**src/rtl/led_bank.sv**
```systemverilog
// led_bank: bus-mapped LED bank with per-bit blink mask, global PWM dimming
// Ports: CLK, RESET (async, active-low), BUS_ADDR/BUS_DATA_IN/BUS_WE in, BUS_DATA_OUT/BUS_DATA_OE out, LEDS out
module led_bank #(
  parameter logic [7:0] BASE_ADDR = 8'hC0,
  parameter int NUM_BYTES = 2,
  parameter int PRESCALE  = 50000
) (
  input  logic                   CLK,
  input  logic                   RESET,
  input  logic [7:0]             BUS_ADDR,
  input  logic [7:0]             BUS_DATA_IN,
  input  logic                   BUS_WE,
  output logic [7:0]             BUS_DATA_OUT,
  output logic                   BUS_DATA_OE,
  output logic [8*NUM_BYTES-1:0] LEDS
);

  localparam int N  = NUM_BYTES;
  localparam int PW = $clog2(PRESCALE);
  localparam logic [PW-1:0] PRE_MAX = PW'(PRESCALE - 1);
  localparam logic [7:0] O_DUTY = 8'(2 * N);
  localparam logic [7:0] O_CTRL = 8'(2 * N + 1);
  localparam logic [7:0] O_RATE = 8'(2 * N + 2);

  logic [N-1:0][7:0] data_q;
  logic [N-1:0][7:0] bmask_q;
  logic [7:0]        duty_q;
  logic [7:0]        rate_q;
  logic [7:0]        blink_q;
  logic [7:0]        pwm_q;
  logic              en_q;
  logic              pwm_en_q;
  logic              phase_q;
  logic [PW-1:0]     pre_q;

  logic [7:0]   off;
  logic [N-1:0] data_sel;
  logic [N-1:0] bmask_sel;
  logic         duty_sel;
  logic         ctrl_sel;
  logic         rate_sel;
  logic         mapped;
  logic [7:0]   rd_val;
  logic         tick;
  logic         pwm_on;
  logic [8*N-1:0] leds_nxt;

  // Offset wraps, so addresses below the base land far above the window.
  assign off = BUS_ADDR - BASE_ADDR;

  always_comb begin
    data_sel  = '0;
    bmask_sel = '0;
    rd_val    = '0;
    duty_sel  = (off == O_DUTY);
    ctrl_sel  = (off == O_CTRL);
    rate_sel  = (off == O_RATE);
    for (int k = 0; k < N; k++) begin
      data_sel[k]  = (off == 8'(k));
      bmask_sel[k] = (off == 8'(N + k));
      if (data_sel[k])  rd_val = data_q[k];
      if (bmask_sel[k]) rd_val = bmask_q[k];
    end
    unique case (1'b1)
      duty_sel: rd_val = duty_q;
      ctrl_sel: rd_val = {6'b0, pwm_en_q, en_q};
      rate_sel: rd_val = rate_q;
      default:  ;
    endcase
    mapped = (|data_sel) | (|bmask_sel)
           | duty_sel | ctrl_sel | rate_sel;
  end

  assign tick   = (pre_q == PRE_MAX);
  assign pwm_on = ~pwm_en_q | (pwm_q < duty_q);

  // Masked bits follow the blink phase; unmasked bits stay lit.
  assign leds_nxt = {(8*N){en_q & pwm_on}}
                  & data_q
                  & ({(8*N){phase_q}} | ~bmask_q);

  always_ff @(posedge CLK or negedge RESET) begin
    if (!RESET) begin
      for (int k = 0; k < N; k++) begin
        data_q[k]  <= (k == 0) ? 8'hF0 : 8'h00;
        bmask_q[k] <= 8'h00;
      end
      duty_q   <= 8'hFF;
      en_q     <= 1'b1;
      pwm_en_q <= 1'b0;
    end else if (BUS_WE) begin
      for (int k = 0; k < N; k++) begin
        if (data_sel[k])  data_q[k]  <= BUS_DATA_IN;
        if (bmask_sel[k]) bmask_q[k] <= BUS_DATA_IN;
      end
      if (duty_sel) duty_q <= BUS_DATA_IN;
      if (ctrl_sel) begin
        en_q     <= BUS_DATA_IN[0];
        pwm_en_q <= BUS_DATA_IN[1];
      end
    end
  end

  // A RATE write restarts the blink period from a lit phase.
  always_ff @(posedge CLK or negedge RESET) begin
    if (!RESET) begin
      rate_q  <= 8'h0F;
      pre_q   <= '0;
      blink_q <= '0;
      phase_q <= 1'b1;
    end else if (BUS_WE && rate_sel) begin
      rate_q  <= BUS_DATA_IN;
      pre_q   <= '0;
      blink_q <= '0;
      phase_q <= 1'b1;
    end else begin
      pre_q <= tick ? '0 : pre_q + 1'b1;
      if (tick) begin
        if (blink_q == rate_q) begin
          blink_q <= '0;
          phase_q <= ~phase_q;
        end else begin
          blink_q <= blink_q + 8'd1;
        end
      end
    end
  end

  always_ff @(posedge CLK or negedge RESET) begin
    if (!RESET) begin
      pwm_q        <= '0;
      LEDS         <= '0;
      BUS_DATA_OUT <= '0;
      BUS_DATA_OE  <= 1'b0;
    end else begin
      pwm_q       <= pwm_q + 8'd1;
      LEDS        <= leds_nxt;
      BUS_DATA_OE <= 1'b0;
      if (!BUS_WE && mapped) begin
        BUS_DATA_OUT <= rd_val;
        BUS_DATA_OE  <= 1'b1;
      end
    end
  end

endmodule

```
**config.mk**
```make
export PLATFORM = sky130hd
export DESIGN_NAME = led_bank
export DESIGN_NICKNAME = d
export VERILOG_FILES = /design/src/rtl/led_bank.sv
export SDC_FILE = /design/constraint.sdc
export NUM_CORES = 1
export LEC_CHECK = 0
export BUFFER_PORTS_ARGS = -buffer_cell sky130_fd_sc_hd__buf_4
export CORE_ASPECT_RATIO = 0.5
export CORE_MARGIN = 4
export CORE_UTILIZATION = 50
export CTS_CLUSTER_SIZE = 12
export DETAILED_ROUTE_END_ITERATION = 6
export GPL_TIMING_DRIVEN = 0
export PLACE_DENSITY = 0.69
export SLEW_MARGIN = 25
export SYNTH_ARGS = -nofsm -noshare
export SYNTH_HDL_FRONTEND = slang
export SYNTH_SLANG_ARGS = --single-unit
```
**constraint.sdc**
```tcl
create_clock -name CLK -period 3.6 [get_ports CLK]
set_input_delay 1.08 -clock CLK [delete_from_list [all_inputs] [get_ports CLK]]
set_output_delay 1.08 -clock CLK [all_outputs]
set_load 0.005 [all_outputs]
```
==> flow_summary.rst <==
.. list-table::
   :header-rows: 1

   * - Metric
     - Value
   * - Worst IR drop on VDD
     - 0.000246 V
   * - Hold buffer count at cts
     - 0
   * - Clk_lat worst skew
     - ~0.34 ns
   * - Final Slew Violations
     - 0
   * - Root Buffer Master
     - clkbuf_16
   * - Kind of start point of the critical path
     - input pin
   * - RR Startpoint
     - duty_q[5]
   * - Cells on worst reg2reg path
     - 6
   * - Slowest library cell on the worst path
     - nor2_1
   * - Synthesis warning total
     - 0
   * - Delay contributed by the slowest stage of the critical path
     - 0.90 ns
   * - Maximum number of pins on one net before global-route repair
     - 109
   * - Wire length of the first global-routing pass
     - 18.6 mm
   * - Top-area cell type share of the netlist area
     - 43.8%
   * - Iter 0 DRT Violations
     - 234
   * - CTS tree
     - yes
   * - Top-level port count
     - 44
   * - Xor and xnor area share after synthesis
     - 4.77%
   * - Ratio of total power to cell area
     - approximately 470 mW/mm^2
   * - Average footprint of a synthesized cell
     - 10.9 sq um
   * - Crit path kind
     - input pin to register
   * - DR vias/cell
     - 5.57
   * - Final std cells w/o fill
     - 665
   * - Clock-pin slew reported for the worst setup and hold paths after clock tree synthesis
     - 0.08 ns
   * - Library cell with the largest summed area after synthesis
     - dfrtp_1
   * - Tmin final
     - 2.99 ns
   * - Data required time of the worst path
     - 3.83 ns
   * - Vias in the first global route
     - 3602
   * - Post-cts repair resize count
     - 0
   * - Largest family of logic cells by synthesized area
     - simple AND/OR/NAND/NOR gates
   * - Launch instance of the worst min-delay path
     - pwm_q[7]
   * - Buffers and inverters on the worst path
     - 1
   * - Crit Reg-Reg Endpoint
     - LEDS[9]
   * - Die width
     - between 150 and 200 um
   * - WHS Endpoint
     - pwm_q[7]
   * - # diodes
     - 0
   * - #FFs+latches synth
     - between 100 and 150
   * - Area of the placeable core
     - 0.00973 sq mm
   * - Max Fclk
     - around 330 MHz
   * - Height of the chip
     - 79.7 um
   * - Number of distinct library cell variants in the gate-level netlist after synthesis
     - 53
   * - Crit path capture type
     - register
   * - Area used by sequential logic in the layout
     - approximately 0.0027 sq mm
   * - Compound-gate portion of the synthesized area
     - a little over a tenth
   * - Proportion of layout cells with a drive suffix above 1
     - 24.5%
   * - Final setup vio count
     - 0
   * - Net count reported at finish
     - ~550
   * - Number of remaining DRC errors
     - 0
   * - Synthesized netlist cell count
     - ~470
   * - Critical Path Fanout Max
     - 8
   * - Routed wirelength normalized by instance count
     - 17.0 um
   * - Worst hold stages
     - 1
   * - Gr usage total
     - 20.0%
   * - Number of H-tree levels
     - 3
   * - Total Routed Length
     - 11.3 mm
   * - Site row count
     - 25
   * - Post-Synthesis Net Count
     - 502
   * - Number of antenna violations at the first check in global routing
     - 0
   * - Maximum capacitance violations
     - 0
   * - Mapped cell area
     - 0.00514 sq mm
   * - Leak Pwr
     - 2.65 nW
   * - Post-detailed-route count of antenna-violating nets
     - 0
   * - Headroom to the max-slew limit
     - 36.0%
   * - Hold violation total from the final report
     - 0
   * - Half-perimeter wire length after placement
     - 8.05 mm
   * - Number of placed cells counting well taps
     - 649
   * - Multiplexer area fraction after synthesis
     - 11.2%
   * - Unrepaired setup endpoints after global routing
     - false
   * - Number of clock sinks
     - 108
   * - Detailed-route via count
     - around 3700
   * - Initial cell density of the core
     - 52.9%
   * - Routability congestion estimate
     - 0.832
   * - Total area of multi-input combinational cells
     - 0.00223 sq mm
   * - Leading cell types by total area after synthesis
     - dfrtp_1 44%, dfstp_2 9.2%, mux2_2 7.4%
   * - Class of the most critical hold timing path
     - register to register
   * - Crit path cell chain
     - buf_4 > nor3_2 > nand4b_1 > nor2_1 > mux2_2
   * - Share of synthesized cell area in full adder, half adder and majority cells
     - 2.43%
   * - Post-Route Skew
     - 0.00832 ns
   * - Simple-Gate Fraction of Synth Area
     - 14.3%
   * - Outcome
     - finished clean
   * - Power consumption
     - 2.80 mW
   * - Setup total negative slack
     - 0 ns
   * - Worst R2R Setup Slack
     - 1.16 ns
   * - Grt ovf
     - 0
   * - Number of buffer cells added on primary ports
     - 41
   * - Family with the most delay on the worst path
     - simple AND/OR/NAND/NOR gates
   * - Stages on the worst setup path
     - 5
   * - Number of optimization iterations in the first detailed-route pass
     - 5
   * - Bufs on Longest Clock Path
     - 2
   * - Number of enable-type register cells in the synthesized netlist
     - 0
   * - FILL cells
     - 807
   * - Total clock buffers created by CTS
     - 9
   * - Syn-to-layout area delta
     - 15.1%
   * - Transition at the pin with the smallest max-transition slack
     - around 0.96 ns
   * - Post-CTS repair timing setup buffer count
     - 0
   * - Die footprint
     - 0.0121 sq mm
   * - Crit path DAT
     - 3.22 ns
   * - Post-synthesis async set-or-reset flop share
     - between 90% and 100%
   * - Synth Flop Type
     - dfrtp_1
   * - Period utilisation layout
     - 83.2%
   * - Share of the yosys chip area belonging to registers
     - 53.0%
## report_power, final
part           internal [mW]  leakage, nW  switching (mW)
clock                  0.495        0.139           0.451
sequential              1.34         1.27           0.110
combinational          0.208         1.24           0.199
## cell families after synthesis
family	after synthesis
XOR/XNOR	28
AO/OA/AOI/OAI	91
flip-flops	108
adder cells (fa/ha/maj)	10
multiplexers	46
buffers and inverters	48
AND/OR/NAND/NOR	142
## cells in the final DEF, fill, tap and decap left out, types with 6 or more instances in the layout
cell        n
a21oi_1    16
buf_4      40
clkbuf_1   11
clkbuf_16   9
dfrtp_1    90
dfstp_2    18
ha_1       10
inv_1      31
mux2_2     34
mux2i_1     6
mux4_2      6
nand2_1    38
nand3_1    13
nor2_1     47
o21ai_0    45
xnor2_1    10
xor2_1     18
## routing by layer
layer / global-route usage [%] / wire (um) / share of wire (%)
met4: 5.52 / 107 / 0.94
met3: 4.65 / 637 / 5.6
met1: 29.6 / 5640 / 50
met5: 0 / 0 / 0
met2: 29.6 / 4950 / 44
## worst max-delay path by stage
stage,start,to,slack (ns)
after global routing,BUS_ADDR[5],bmask_q[13],0.40
after floorplan,BUS_ADDR[1],rate_q[6],0.88
after detailed placement,BUS_ADDR[5],data_q[8],0.20
final,BUS_ADDR[5],data_q[8],0.61
after CTS,BUS_ADDR[5],data_q[8],0.63
after global placement,BUS_ADDR[1],rate_q[7],0.30
## registers in the layout (all words and copies together) (netlist names)
register      flops
blink_q           8
bmask_q          16
phase_q           1
LEDS             16
data_q           16
pre_q            16
BUS_DATA_OUT      8
BUS_DATA_OE       1
pwm_q             8
en_q              1
rate_q            8
pwm_en_q          1
duty_q            8
## synthesized netlist by cell type (all sizes together), types with 3 or more instances
cell and count:
xnor2 10, nor2 47, a221o 4, nand4b 5, buf 6, nand2 39, mux2i 6, ha 10
mux2 34, nor3 5, clkbuf 11, a21o 3, o221ai 3, nor4 3, dfrtp 90, inv 31
xor2 18, o31ai 6, nand3 14, o21ai 47, nand2b 3, and3 5, nor3b 4, a21oi 16
mux4 6, dfstp 18, nand4 5
## metrics by stage
stage / cell area, sq um / hold slack (ns) / setup slack, ns / util, %
6_report: 5920 / 0.488 / 0.605 / 60.8
5_1_grt: 5920 / 0.511 / 0.402 / 60.8
4_1_cts: 5920 / 0.488 / 0.628 / 60.8
3_5_place_dp: 5630 / 0.479 / 0.204 / 57.9
3_3_place_gp: 5620 / 0.470 / 0.305 / 57.8
2_1_floorplan: 5140 / 0.447 / 0.882 / -
## cell type report
cell class / count / area share, %
multi-input combinational: 317 / 37.7
clock buffer: 10 / 4.04
clock inverter: 6 / 0.803
sequential: 108 / 46.0
inverter: 31 / 1.97
tap: 135 / 2.85
timing repair buffer: 41 / 5.31
buffer: 17 / 1.29
Power figures use the tool's default switching activity.
